### config.mk
export PLATFORM = sky130hd
export DESIGN_NAME = ods_array
export DESIGN_NICKNAME = d
export VERILOG_FILES = /design/src/rtl/ods_pkg.sv /design/src/rtl/ods_col_stage.sv /design/src/rtl/ods_array.sv
export SDC_FILE = /design/constraint.sdc
export NUM_CORES = 1
export LEC_CHECK = 0
export BUFFER_PORTS_ARGS = -buffer_cell sky130_fd_sc_hd__clkbuf_2
export CAP_MARGIN = 0
export CORE_MARGIN = 2
export CORE_UTILIZATION = 60
export CTS_CLUSTER_DIAMETER = 100
export DETAILED_ROUTE_END_ITERATION = 8
export PLACE_DENSITY = 0.84
export SYNTH_ARGS = -nofsm -noshare
export SYNTH_HDL_FRONTEND = slang
export SYNTH_SLANG_ARGS = --single-unit
### constraint.sdc
create_clock -name clk -period 3.9 [get_ports clk]
set_clock_uncertainty 0.15 [all_clocks]
set_input_delay 0.195 -clock clk [delete_from_list [all_inputs] [get_ports clk]]
set_output_delay 0.195 -clock clk [all_outputs]
set_load 0.005 [all_outputs]
### src/rtl/ods_pkg.sv
// Default sizing for the output data shifter: word width, rows per column, column stages.
// Shared by ods_array and ods_col_stage so one edit retargets both.
package ods_pkg;

    localparam int ODS_IO_DATA_WIDTH = 16;
    localparam int ODS_NUM_ROWS      = 3;
    localparam int ODS_DEPTH         = 2;

endpackage

### src/rtl/ods_col_stage.sv
// One column register (NUM_ROWS words + valid); row writes override a whole-column load.
// Zero latency beyond the register; no flow control of its own, the parent decides load/clear.
module ods_col_stage
    import ods_pkg::*;
#(
    parameter int IO_DATA_WIDTH = ODS_IO_DATA_WIDTH,
    parameter int NUM_ROWS      = ODS_NUM_ROWS
) (
    input  logic                              clk,
    input  logic                              rst_in,
    input  logic                              load_en,
    input  logic [NUM_ROWS*IO_DATA_WIDTH-1:0] load_dat,
    input  logic [NUM_ROWS-1:0]               wr_en,
    input  logic [NUM_ROWS*IO_DATA_WIDTH-1:0] wr_dat,
    input  logic                              set_vld,
    input  logic                              clr,
    output logic [NUM_ROWS*IO_DATA_WIDTH-1:0] col_dat,
    output logic                              col_vld
);

    logic [NUM_ROWS*IO_DATA_WIDTH-1:0] dat_q, dat_d;
    logic                              vld_q, vld_d;

    // Clear then load then set: a stage emptied and refilled on one edge stays valid.
    always_comb begin
        dat_d = dat_q;
        vld_d = vld_q;
        if (clr) begin
            vld_d = 1'b0;
        end
        if (load_en) begin
            dat_d = load_dat;
            vld_d = 1'b1;
        end
        if (set_vld) begin
            vld_d = 1'b1;
        end
        for (int r = 0; r < NUM_ROWS; r++) begin
            if (wr_en[r]) begin
                dat_d[r*IO_DATA_WIDTH +: IO_DATA_WIDTH] = wr_dat[r*IO_DATA_WIDTH +: IO_DATA_WIDTH];
            end
        end
    end

    always_ff @(posedge clk) begin
        if (rst_in) begin
            dat_q <= '0;
            vld_q <= 1'b0;
        end else begin
            dat_q <= dat_d;
            vld_q <= vld_d;
        end
    end

    assign col_dat = dat_q;
    assign col_vld = vld_q;

endmodule

### src/rtl/ods_array.sv
// Packs a word stream round-robin into NUM_ROWS-word columns and runs them through a DEPTH-stage elastic pipeline; ODS_ARRAY_FLUSH_EN adds flush_in.
// Column out DEPTH-1 cycles after its last word; in_ready drops only once stage 0 is complete and cannot advance.
module ods_array
    import ods_pkg::*;
#(
    parameter int IO_DATA_WIDTH = ODS_IO_DATA_WIDTH,
    parameter int NUM_ROWS      = ODS_NUM_ROWS,
    parameter int DEPTH         = ODS_DEPTH
) (
    input  logic                              clk,
    input  logic                              rst_in,
    input  logic [IO_DATA_WIDTH-1:0]          in_data,
    input  logic                              in_valid,
    output logic                              in_ready,
    output logic [NUM_ROWS*IO_DATA_WIDTH-1:0] out_data,
    output logic                              out_valid,
    input  logic                              out_ready,
`ifdef ODS_ARRAY_FLUSH_EN
    input  logic                              flush_in,
`endif
    output logic [$clog2(DEPTH+1)-1:0]        col_count
);

    localparam int                COL_W   = NUM_ROWS * IO_DATA_WIDTH;
    localparam int                PTR_W   = (NUM_ROWS > 1) ? $clog2(NUM_ROWS) : 1;
    localparam int                CNT_W   = $clog2(DEPTH + 1);
    localparam logic [PTR_W-1:0]  PTR_MAX = PTR_W'(NUM_ROWS - 1);

    logic [DEPTH-1:0]    v;
    logic [DEPTH-1:0]    mv;
    logic [COL_W-1:0]    col_dat [DEPTH];
    logic [PTR_W-1:0]    ptr_q, ptr_d, ptr_adv;
    logic                st0_free;
    logic                accept;
    logic                complete;
    logic                flush_req;
    logic                flush_fire;
    logic [NUM_ROWS-1:0] st0_wr_en;
    logic [COL_W-1:0]    st0_wr_dat;
    logic [CNT_W-1:0]    cnt;

`ifdef ODS_ARRAY_FLUSH_EN
    assign flush_req = flush_in;
`else
    assign flush_req = 1'b0;
`endif

    // Walk from the output back: a stage may move if the next one is empty or moving too.
    always_comb begin
        logic take;
        take = out_ready;
        mv   = '0;
        for (int k = DEPTH - 1; k >= 0; k--) begin
            mv[k] = v[k] & take;
            take  = !v[k] | mv[k];
        end
        st0_free = take;
    end

    assign in_ready = !rst_in & st0_free;
    assign accept   = in_valid & in_ready;
    assign complete = accept & (ptr_q == PTR_MAX);

    always_comb begin
        ptr_adv = ptr_q;
        if (accept) begin
            ptr_adv = (ptr_q == PTR_MAX) ? '0 : ptr_q + 1'b1;
        end
        // A flush pads the open column with zeros from the post-write pointer upward.
        flush_fire = flush_req & st0_free & !complete & (ptr_adv != '0);
        ptr_d      = flush_fire ? '0 : ptr_adv;
        st0_wr_en  = '0;
        st0_wr_dat = '0;
        for (int r = 0; r < NUM_ROWS; r++) begin
            if (accept && (PTR_W'(r) == ptr_q)) begin
                st0_wr_en[r] = 1'b1;
                st0_wr_dat[r*IO_DATA_WIDTH +: IO_DATA_WIDTH] = in_data;
            end else if (flush_fire && (PTR_W'(r) >= ptr_adv)) begin
                st0_wr_en[r] = 1'b1;
            end
        end
    end

    always_ff @(posedge clk) begin
        if (rst_in) begin
            ptr_q <= '0;
        end else begin
            ptr_q <= ptr_d;
        end
    end

    for (genvar k = 0; k < DEPTH; k++) begin : g_stage
        if (k == 0) begin : g_head
            ods_col_stage #(
                .IO_DATA_WIDTH (IO_DATA_WIDTH),
                .NUM_ROWS      (NUM_ROWS)
            ) u_stage (
                .clk      (clk),
                .rst_in   (rst_in),
                .load_en  (1'b0),
                .load_dat ('0),
                .wr_en    (st0_wr_en),
                .wr_dat   (st0_wr_dat),
                .set_vld  (complete | flush_fire),
                .clr      (mv[0]),
                .col_dat  (col_dat[0]),
                .col_vld  (v[0])
            );
        end else begin : g_body
            ods_col_stage #(
                .IO_DATA_WIDTH (IO_DATA_WIDTH),
                .NUM_ROWS      (NUM_ROWS)
            ) u_stage (
                .clk      (clk),
                .rst_in   (rst_in),
                .load_en  (mv[k-1]),
                .load_dat (col_dat[k-1]),
                .wr_en    ('0),
                .wr_dat   ('0),
                .set_vld  (1'b0),
                .clr      (mv[k]),
                .col_dat  (col_dat[k]),
                .col_vld  (v[k])
            );
        end
    end

    always_comb begin
        cnt = '0;
        for (int k = 0; k < DEPTH; k++) begin
            cnt = cnt + CNT_W'(v[k]);
        end
    end

    assign col_count = cnt;
    assign out_data  = col_dat[DEPTH-1];
    assign out_valid = v[DEPTH-1];

endmodule

Word level (Yosys, flattened, before mapping)

Index checks and enable logic that the tools add are counted.
W data, S select, Z words.

Reduce and logical (&&, ||, !) cells: 9
Bitwise logic cells: 7
Mux-type cells: 11
Equal/unequal tests: 3
Add/subtract/negate cells: 2

Operators with widths:

| cell                  | number |
|---|---|
| $mux W16              | 3 |
| $mux W1               | 7 |
| $and A1 B1 Y1         | 5 |
| $reduce_bool A2 Y1    | 2 |
| $logic_and A1 B1 Y1   | 3 |
| $logic_not A1 Y1      | 3 |
| $add A1 B1 Y2         | 1 |
| $add A2 B1 Y2 const B | 1 |
| $eq A1 B2 Y1 const A  | 1 |
| $eq A2 B2 Y1 const A  | 1 |
| $eq A2 B2 Y1 const B  | 1 |
| $logic_not A2 Y1      | 1 |
| $mux W2               | 1 |
| $or A1 B1 Y1          | 2 |

Output and inout bits: 52
Register bits after elaboration: 100

Logic depth before layout (Yosys ltp)

Gate-level depths: netlist of the first run.

Depth after elaboration: 8
Mapped depth: 6
Depth with buffers taken out: 3

Modules after synthesis

Synthesis of the first run repeated with hierarchy kept, for this count alone.

Cells, all modules: 501
Area, all modules: 5041.1 µm²

Modules (own cells, without submodules):

| module        | cells an instance | times used | seq. area each (µm²) | area an instance (µm²) |
|---|---|---|---|---|
| ods_col_stage | 216               | 2          | 980.9                | 2255.9 |
| ods_array     | 69                | 1          | 40.0                 | 529.3 |

Least setup slack after synthesis of the first run

Ideal clock, no wire load.

Path kind: flip-flop to flip-flop
From: register ptr_q[1]
To: register g_stage[0].g_head.u_stage.dat_q[10]
Setup time: 0.132 ns
Arrival: 1.314 ns
Stages on the path, launching flop included: 6
Period minus slack after synthesis: 1.596 ns
Path slack: 2.304 ns
Buffers on the path: 2
Path through: dfxtp_1 > or4b_1 > buf_2 > buf_6 > o21ai_1 > a21oi_1

Longest elaborated chain between the ends: 3
Elaborated cells between the ends (all ways): 4
Those cells by class: 2 x mux; 2 x reduce/logical

Ends and longest elaborated chain:

| item                                       | RTL line            | RTL |
|---|---|---|
| from (decl)                                | ods_array.sv:32     | `logic [PTR_W-1:0] ptr_q, ptr_d, ptr_adv;` |
| from (signal assigned)                     | ods_array.sv:88     | `ptr_q <= ptr_d;` |
| $logic_not A2 Y1 (*)                       | ods_array.sv:75     | `if (accept && (PTR_W'(r) == ptr_q)) begin` |
| $logic_and A1 B1 Y1 (*)                    | ods_array.sv:75     |  |
| $mux W16 / $mux W1 (equally long branches) | ods_array.sv:75     |  |
| to (signal assigned)                       | ods_col_stage.sv:50 | `dat_q <= dat_d;` |
| to (decl)                                  | ods_col_stage.sv:21 | `logic [NUM_ROWS*IO_DATA_WIDTH-1:0] dat_q, dat_d;` |

Every way passes the cells marked *; elsewhere a longest branch is shown, timed or not.
A chain may end at the register's enable or synchronous reset.

Final worst setup path of the first run

From: register g_stage[0].g_head.u_stage.vld_q
To: output in_ready

Longest elaborated chain between the ends: 3
Elaborated cells between the ends (all ways): 4
Those cells by class: 3 x bitwise; 1 x reduce/logical

Ends and longest elaborated chain:

| item                                                     | RTL line                         | RTL |
|---|---|---|
| from (decl)                                              | ods_col_stage.sv:22              | `logic vld_q, vld_d;` |
| from (signal assigned)                                   | ods_col_stage.sv:51              | `vld_q <= vld_d;` |
| $and A1 B1 Y1 / $logic_not A1 Y1 (equally long branches) | ods_array.sv:54, ods_array.sv:55 |  |
| $or A1 B1 Y1 (*)                                         | ods_array.sv:55                  | `take = !v[k] \| mv[k];` |
| $and A1 B1 Y1 (*)                                        | ods_array.sv:60                  | `assign in_ready = !rst_in & st0_free;` |
| to (decl)                                                | ods_array.sv:14                  | `output logic in_ready,` |

Marks and branches as above.

==> results of run 1 <==
-- per-stage QoR --
step / total power (W) / cell area, sq um / instances / utilization / worst slack [ns]
5_1_grt: 0.00203 / 4580 / 615 / 0.674 / 1.50
3_5_place_dp: 0.00117 / 4160 / 583 / 0.612 / 1.75
4_1_cts: 0.00198 / 4580 / 615 / 0.674 / 1.68
6_report: 0.00197 / 4580 / 615 / 0.674 / 1.69
2_1_floorplan: 0.00114 / 4210 / 510 / - / 2.30
3_3_place_gp: 0.00116 / 4160 / 583 / 0.612 / 1.82
-- state kept, by name, indices dropped and copies added (netlist names) --
register                        cells
g_stage.g_body.u_stage.col_vld      1
g_stage.g_head.u_stage.col_vld      1
ptr_q                               2
g_stage.g_head.u_stage.col_dat     48
g_stage.g_body.u_stage.col_dat     48
-- kinds of logic after synthesis --
| group | Yosys count | synth area share |
|---|---|---|
| AOI/OAI and AO/OA | 196 | 0.236 |
| buffers and inverters | 104 | 0.142 |
| adders and majority gates | 1 | 0.00297 |
| DFF | 100 | 0.476 |
| and+or+nand+nor | 109 | 0.144 |
-- synth_stat cells --
cell and count:
buf_6 1, nand4bb_1 2, or4b_1 1, o32ai_1 2, nand2b_1 1, and4bb_2 1
o21ai_2 1, nand3_1 97, clkbuf_2 8, nor2_1 1, nor2b_1 1, buf_2 8
o21ai_0 82, buf_1 1, a21oi_1 98, inv_1 3, and3b_1 1, nor4b_4 1
buf_4 48, clkbuf_1 35, ha_1 1, nor3b_1 1, dfxtp_1 100, nor4bb_1 1
o21ai_1 13, nand3b_1 1
-- cells in the final DEF (no fill, tap or decap), types with 2 or more instances in the layout --
| cell | count |
|---|---|
| dfxtp_1 | 100 |
| clkbuf_2 | 70 |
| o21ai_0 | 82 |
| dlygate4sd3_1 | 16 |
| clkbuf_8 | 11 |
| bufinv_16 | 3 |
| a21oi_1 | 98 |
| buf_4 | 7 |
| inv_1 | 3 |
| nand3_1 | 97 |
| o32ai_1 | 2 |
| nand4bb_1 | 2 |
| o21ai_1 | 13 |
-- worst reg2reg max path, stage by stage (launching register included) --
cell     delay [ns]
dfxtp_1        0.47
inv_1          0.94
o21ai_0        0.27
a21oi_1        0.20
-- power by group through the flow --
stage / clock network, W / registers (W) / logic [W]
finish: 0.000812 / 0.00105 / 0.000107
global route: 0.000854 / 0.00106 / 0.000117
CTS: 0.000821 / 0.00105 / 0.000104
detailed placement: 0 / 0.00108 / 0.0000915
global placement: 0 / 0.00107 / 0.0000896
floorplan: 0 / 0.00107 / 0.0000647
-- repair_timing --
action,in CTS,in global routing
setup endpoints to repair,0,0
endpoints found under the hold margin,46,0
buffers inserted,0,0
hold buffers,16,0
-- layer usage --
metal,vias to the layer above,part of all wire
met1,1706,0.44
met2,129,0.49
met4,0,0.013
met3,9,0.055
li1,1765,-
met5,-,0
-- worst paths after layout --
path,slack (ns),to
min,0.06,g_stage[0].g_head.u_stage.col_vld
max reg2reg,1.80,g_stage[1].g_body.u_stage.col_dat[43]
min reg2reg,0.32,g_stage[1].g_body.u_stage.col_dat[45]
max,1.69,in_ready
-- cell type report --
cell class,count,area (sq um)
Fill cell,583,2220
Sequential cell,100,2000
Multi-Input combinational cell,306,1620
Timing Repair Buffer,94,568
Clock buffer,11,151
Tap cell,96,120
Clock inverter,5,106
Inverter,3,11.3
==> out/results.ini, run 1 <==
[drt]
route.detailed.drc=0
drtPass1Iterations=5
first_iter_violations=383
wl_um=9410
vias_per_cell=5.87
wire_per_inst_um=15.3
final_antenna_net_count=0
vias=3609

[floorplan]
die_height_um=87.8
initial_core_util=0.620
coreArea_sq_mm=0.00679
pin_count=72
dieArea_sq_mm=0.00770
die_x_um=87.8
row_count=30

[clock_tree]
cts_tree=done
clock_sinks=100
ctsResizeCount=0
h-tree-depth=3
cts_root_buffer=clkbuf_8
clock_path_buffers=2
insertion_delay_ns=0.37
path_clk_slew_ns=0.09
numCtsBuffers=9

[sta]
whs_ns=0.0600
setup_violations=0
final.setup.tns_ns=0
grt_setup_unrepaired=false
report.final.slew_viol_count=0
fin_crit_ns=2.21
hold_viol_final=0
fin_crit_sh=0.567
maxSlewHeadroom=0.196
fmax_mhz=453
tightestPinTransition_ns=1.20

[power_and_ir_drop]
switching_share=0.217
p_leak_nw=1.62
power_frac_clock=0.412
p_int_w=0.00154
power_density_mw_per_mm2=431
p_seq_frac=0.534
p_switching_w=0.000429
ir_drop_uv=240
power_frac_comb=0.054

[worst_setup_path]
cp_top_family=flip-flops
rr_startpoint=g_stage[0].g_head.u_stage.col_vld
max_stage_delay_ns=0.63
worstPathCellList=and3b_1 > buf_4 > nor2_1 > clkbuf_2
cp.required_ns=3.56
reg2regPathDepth=3
setup.worst_path.start=g_stage[0].g_head.u_stage.col_vld
cp_data_arrival_time_ns=1.86
cp_num_buf_inv=2
path_max_fanout=52
critPathLaunchType=flip-flop
cp.depth=4
endpoint_kind=output pin
path_class=flip-flop to output pin
slowest_stage=dfxtp_1

[grt]
met2_usage=0.403
grt_max_degree=59
overflow=0
antenna_found_initial=0
first_global_vias=3213
grtUsageTotal=0.250
grt_pass1_wl_um=15200
grt_busiest_layer=met2
met3_usage=0.0358
grt_use_met1=0.341

[run_status]
status=complete, no violations

[yosys]
syn_area_per_cell_sq_um=8.25
synthCells=510
yosysUniqueCellTypes=26
yosys_warnings=0
netlist_area_sq_mm=0.00421
synth_top_area_frac=0.476
synth_seq_cells=100
ys_seq_area_frac=0.476
synth_top_area_cell=dfxtp_1
yosys-top-cells-area=dfxtp_1 48%, a21oi_1 12%, nand3_1 12%
synthesis.nets=531

[placed_design]
dp_hpwl_um=5820
io_buffer_count=71
gp_congestion=0.815

[final_layout]
final_net_count=535
antenna_cells=0
drive_gt1_frac=0.191
area_growth_syn_to_layout_pct=8.74

[min_path]
min_path_cells=3
hp-class=input pin to flip-flop
hold_start=in_valid

[job]
cap_violations=0

Power figures use the tool's default switching activity.
==> run 2, diff against run 1 <==
CORE_UTILIZATION = 50   (was 60)
PLACE_DENSITY = 0.75   (was 0.84)
clock period = 1.8 ns   (was 3.9 ns; I/O delays follow)
==> run 2 against run 1 <==
Against the previous run: sequential share of layout area shrank 1.4 points; via count increased by 2.7%; first-iteration DRC count down 38%; design area grew 3.4%.
==> out/results.ini, run 2 (same netlist as run 1, synthesis figures left out) <==
[worst_setup_path]
r2r-end=g_stage[0].g_head.u_stage.col_vld
cp_data_arrival_time_ns=1.82  ; -0.04 ns
worstPathCellList=nand3b_1 > buf_12 > a21oi_1 > dlygate4sd3_1
path_class=flip-flop to flip-flop
critPathLaunchType=flip-flop
rr_startpoint=g_stage[1].g_body.u_stage.col_vld
setup.worst_path.start=g_stage[1].g_body.u_stage.col_vld
path_max_fanout=49  ; -5.8%
cp.required_ns=1.95  ; -1.61 ns
endpoint_kind=flip-flop
max_stage_delay_ns=0.55  ; -0.08 ns
reg2regPathDepth=4  ; +1
slowest_stage=dlygate4sd3_1
rrSetupSlack_ns=0.13  ; -1.67 ns

[clock_tree]
clock_path_buffers=2  ; unchanged
clock_sinks=100  ; unchanged
numCtsBuffers=9  ; unchanged
cts_root_buffer=clkbuf_8
path_clk_slew_ns=0.09  ; about the same
cts_tree=done
h-tree-depth=3  ; unchanged
cts_setup_buffers=0  ; unchanged
insertion_delay_ns=0.36  ; about the same

[floorplan]
pin_count=72  ; unchanged
coreArea_sq_mm=0.00818  ; +20%
die_x_um=95.8  ; +9.1%
row_count=33  ; +10%
initial_core_util=0.515  ; -0.105
die_height_um=95.8  ; +9.1%
dieArea_sq_mm=0.00917  ; +19%

[final_layout]
area_growth_syn_to_layout_pct=12.4
fin_area_sq_mm=0.00473  ; +3.4%
final_cell_mix=99 x dfxtp_1, 98 x a21oi_1, 97 x nand3_1
n_fill_cell=744  ; +28%
final_net_count=553  ; +3.4%
antenna_cells=0  ; unchanged
utilization=0.579  ; -0.0948
layout.cells.most_common=dfxtp_1
fin_cells=642  ; +4.4%
drive_gt1_frac=0.216  ; +0.0253

[grt]
overflow=0  ; unchanged
antenna_found_initial=0  ; unchanged
grt_pass1_wl_um=16000  ; +5.7%
grtUsageTotal=0.225  ; -0.0252
grt_max_degree=59  ; unchanged
first_global_vias=3284  ; +2.2%

[min_path]
hold_path_end=ptr_q[1]
hold_start=in_valid
min_path_cells=3  ; unchanged
hp-class=input pin to flip-flop

[drt]
final_antenna_net_count=0  ; unchanged
drtPass1Iterations=5  ; unchanged
first_iter_violations=239  ; -38%
vias=3706  ; +2.7%
vias_per_cell=5.77  ; -1.6%
route.detailed.drc=0  ; unchanged
wl_um=10100  ; +6.9%
wire_per_inst_um=15.7  ; +2.5%

[sta]
hold_viol_final=0  ; unchanged
setup_violations=0  ; unchanged
fin_crit_sh=0.926
maxSlewHeadroom=0.630  ; +0.434
fmax_mhz=600
whs_ns=0.0305  ; -0.0295 ns
report.final.slew_viol_count=0  ; unchanged
grt_setup_unrepaired=false
final.setup.tns_ns=0  ; unchanged
tightestPinTransition_ns=0.555  ; -0.650 ns
fin_crit_ns=1.67

[power_and_ir_drop]
power_density_mw_per_mm2=822  ; +91%
ir_drop_uv=436  ; +82%
p_leak_nw=1.70  ; +4.9%

[placed_design]
io_buffer_count=71  ; unchanged
dp_hpwl_um=6500  ; +12%
gp_congestion=0.799  ; -2.0%
placed_area_sq_mm=0.00434  ; +4.2%
numPlacedInstances=607  ; +4.1%

[run_status]
status=complete, no violations

[job]
cap_violations=0  ; unchanged

run 2: timing repair:
item | 4_1_cts | 5_1_grt
hold endpoints to repair | 50 | 0
resized for setup | 0 | 2
endpoints found under the setup margin | 0 | 1
hold buffers | 18 | 0
run 2: power breakdown:
group	switching, W	leakage (nW)	internal (W)
clock	0.000730	0.0917	0.000615
combinational	0.000161	0.796	0.000112
sequential	0.0000206	0.808	0.00225
total	0.000912	1.70	0.00298
run 2: cell type report:
type / instances / area (sq um) / share of cell area
inverters: 3 / 11.3 / 0.00238
repair buffers: 112 / 778 / 0.164
well taps: 105 / 131 / 0.0278
flip-flops and latches: 100 / 2000 / 0.423
clock inverters: 3 / 20.0 / 0.00423
multi-input cells: 306 / 1620 / 0.342
clock buffers: 13 / 169 / 0.0357
run 2: how the worst max path moves through the flow:
stage	slack [ns]	cells after the start	to
5_1_grt	0.03	4	in_ready
2_1_floorplan	0.20	5	g_stage[0].g_head.u_stage.col_dat[10]
3_5_place_dp	0.25	4	g_stage[0].g_head.u_stage.col_dat[4]
3_3_place_gp	0.30	4	g_stage[0].g_head.u_stage.col_dat[2]
4_1_cts	0.03	4	in_ready
6_report	0.13	4	g_stage[0].g_head.u_stage.col_vld
run 2: per-layer routing:
metal  GRT usage  wire length [um]  vias to the layer above  part of all wire
met5           0                 0                        -                 0
met4      0.0940               248                        0             0.025
met3      0.0548               606                       20             0.060
met2       0.351              4780                      146              0.47
met1       0.299              4430                     1730              0.44
li1            -                 -                     1810                 -
run 2: critical path, delay by kind of cell, from the launching register on:
| kind | cells | cell delay (ns) |
|---|---|---|
| flops | 1 | 0.41 |
| simple gates | 1 | 0.15 |
| buf+inv | 2 | 0.77 |
| compound gates | 1 | 0.13 |
run 2: through the flow:
stage          setup slack [ns]  power, W
6_report                  0.134   0.00389
3_3_place_gp              0.301   0.00255
2_1_floorplan             0.204   0.00246
5_1_grt                  0.0291   0.00406
4_1_cts                  0.0277   0.00392
3_5_place_dp              0.252   0.00256
==> run 3, diff against run 2 <==
CORE_UTILIZATION = 56   (was 50)
CTS_BUF_LIST = sky130_fd_sc_hd__clkbuf_4 sky130_fd_sc_hd__clkbuf_8 sky130_fd_sc_hd__clkbuf_16   (was not set)
PLACE_DENSITY = 0.86   (was 0.75)
clock period = 1.7 ns   (was 1.8 ns; I/O delays follow)
==> run 3 against run 2 <==
Against the previous run: worst setup slack got worse by 0.11 ns; power up 8.2%; clock power is 12% higher; highest routed layer unchanged; via count rose by 3.4%; sequential share of layout area up 0.083 points; first-iteration DRC count up 54%; global-route usage rose by 3.3 points; register-to-register slack got worse by 0.05 ns; hold slack better by 0.11 ns; largest cell class unchanged.
==> out/results.ini, run 3 (same netlist as run 1, synthesis figures left out) <==
[floorplan]
row_count=31  ; -6.1%
die_x_um=90.7  ; -5.3%
coreArea_sq_mm=0.00725  ; -11%
die_height_um=90.7  ; -5.3%
pin_count=72  ; unchanged
initial_core_util=0.580  ; +0.0655
dieArea_sq_mm=0.00823  ; -10%

[drt]
drtPass1Iterations=7  ; +2
wl_um=10500  ; +4.6%
vias=3832  ; +3.4%
first_iter_violations=367  ; +54%
route.detailed.drc=0  ; unchanged
wire_per_inst_um=16.6  ; +6.1%
final_antenna_net_count=0  ; unchanged
vias_per_cell=6.05  ; +4.9%

[power_and_ir_drop]
p_switching_w=0.000983  ; +7.8%
power_density_mw_per_mm2=891  ; +8.4%
p_leak_nw=1.69  ; -0.17%
p_seq_frac=0.571  ; -0.013
power_frac_clock=0.359  ; +0.013
switching_share=0.234  ; -0.000934
power_frac_comb=0.070  ; about the same
ir_drop_uv=628  ; +44%
p_int_w=0.00323  ; +8.4%

[job]
cap_violations=0  ; unchanged

[final_layout]
multi_input_area_sq_mm=0.00162  ; unchanged
drive_gt1_frac=0.217  ; +0.00121
final_net_count=550  ; -0.54%
area_growth_syn_to_layout_pct=12.3
antenna_cells=0  ; unchanged
fin_cells=633  ; -1.4%
utilization=0.652  ; +0.0727
seq_area_sq_mm=0.00200  ; about the same
final_cell_mix=98 x a21oi_1, 98 x dfxtp_1, 97 x nand3_1
n_fill_cell=601  ; -19%

[worst_setup_path]
rrSetupSlack_ns=0.08  ; -0.05 ns
critPathLaunchType=input pin
worstPathCellList=dlygate4sd3_1 > buf_2 > or4b_1 > buf_4 > o21ai_0 > a21oi_1
max_stage_delay_ns=0.55  ; about the same
cp.required_ns=1.79  ; -0.16 ns
slowest_stage=dlygate4sd3_1
cp_data_arrival_time_ns=1.77  ; -0.05 ns
endpoint_kind=flip-flop
path_class=input pin to flip-flop
path_max_fanout=17  ; -65%

[sta]
maxSlewHeadroom=0.695  ; +0.0644
fin_crit_sh=0.984
fin_crit_ns=1.67
report.final.slew_viol_count=0  ; unchanged
final.setup.tns_ns=0  ; unchanged
grt_setup_unrepaired=false
setup_violations=0  ; unchanged
tightestPinTransition_ns=0.458  ; -0.0966 ns
fmax_mhz=598
timing.final.ws_setup_ns=0.0275  ; -0.106 ns
hold_viol_final=0  ; unchanged

[min_path]
hp-class=input pin to flip-flop

[grt]
grt_max_degree=50  ; -15%
antenna_found_initial=0  ; unchanged
grt_pass1_wl_um=17100  ; +6.8%
overflow=0  ; unchanged
grtUsageTotal=0.258  ; +0.0328
first_global_vias=3483  ; +6.1%

[clock_tree]
h-tree-depth=3  ; unchanged
path_clk_slew_ns=0.09  ; about the same
cts_tree=done
numCtsBuffers=9  ; unchanged
clock_path_buffers=2  ; unchanged
insertion_delay_ns=0.37  ; about the same
clock_sinks=100  ; unchanged
cts_root_buffer=clkbuf_8
cts_setup_buffers=0  ; unchanged

[placed_design]
dp_slack_ns=0.0997  ; -0.152 ns
numPlacedInstances=599  ; -1.3%
io_buffer_count=71  ; unchanged
dp_hpwl_um=6570  ; +1.1%
gp_congestion=0.882  ; +10%

[run_status]
status=complete, no violations

==> run 3: cell types whose count changed in the layout (fill, tap and decap cells not counted), sizes merged <==
cell and delta:
clkbuf -3, buf -1, bufbuf +1, bufinv +1
dlygate4sd3 -1
==> run 3: power groups by stage <==
stage / combinational [W] / clock (W) / sequential, W
after global placement: 0.000238 / 0 / 0.00246
final: 0.000294 / 0.00151 / 0.00240
after CTS: 0.000283 / 0.00152 / 0.00240
after global routing: 0.000312 / 0.00163 / 0.00241
after detailed placement: 0.000250 / 0 / 0.00246
after floorplan: 0.000148 / 0 / 0.00246
==> run 3: worst paths after layout <==
path	start	end	cells after the start
max reg2reg	ptr_q[1]	g_stage[0].g_head.u_stage.col_dat[2]	4
min reg2reg	g_stage[0].g_head.u_stage.col_dat[18]	g_stage[1].g_body.u_stage.col_dat[18]	2
min	rst_in	ptr_q[1]	4
max	in_valid	g_stage[0].g_head.u_stage.col_dat[2]	6
==> run 3: per-stage QoR <==
| step | cell area, sq um | power [W] | hold WS [ns] |
|---|---|---|---|
| 3_5_place_dp | 4320 | 0.00271 | 0.240 |
| 4_1_cts | 4720 | 0.00421 | 0.126 |
| 3_3_place_gp | 4320 | 0.00270 | 0.232 |
| 5_1_grt | 4730 | 0.00435 | 0.154 |
| 2_1_floorplan | 4210 | 0.00261 | 0.0825 |
| 6_report | 4730 | 0.00421 | 0.141 |
==> run 3: cell type report <==
cell class / instances / share of cell area
multi-input combinational: 306 / 0.343
inverter: 3 / 0.00238
sequential: 100 / 0.424
tap: 99 / 0.0262
clock inverter: 4 / 0.0106
clock buffer: 12 / 0.0310
timing repair buffer: 109 / 0.163
==> run 3: layer usage <==
layer / track usage / share of wire
met1: 0.313 / 0.40
met2: 0.419 / 0.48
met3: 0.0718 / 0.078
met4: 0.131 / 0.043
met5: 0 / 0
==> run 3: worst max-delay path, delay by kind of cell <==
kind	cells	cell delay, ns
and+or+nand+nor	1	0.45
buffers and inverters	3	0.95
AOI/OAI and AO/OA	2	0.29
==> run 3: what timing repair did <==
item / in CTS / in global routing
cloned: 1 / 0
hold buffers: 17 / 0
gates resized for setup: 1 / 6
hold endpoints to repair: 50 / 0
endpoints found under the setup margin: 1 / 5
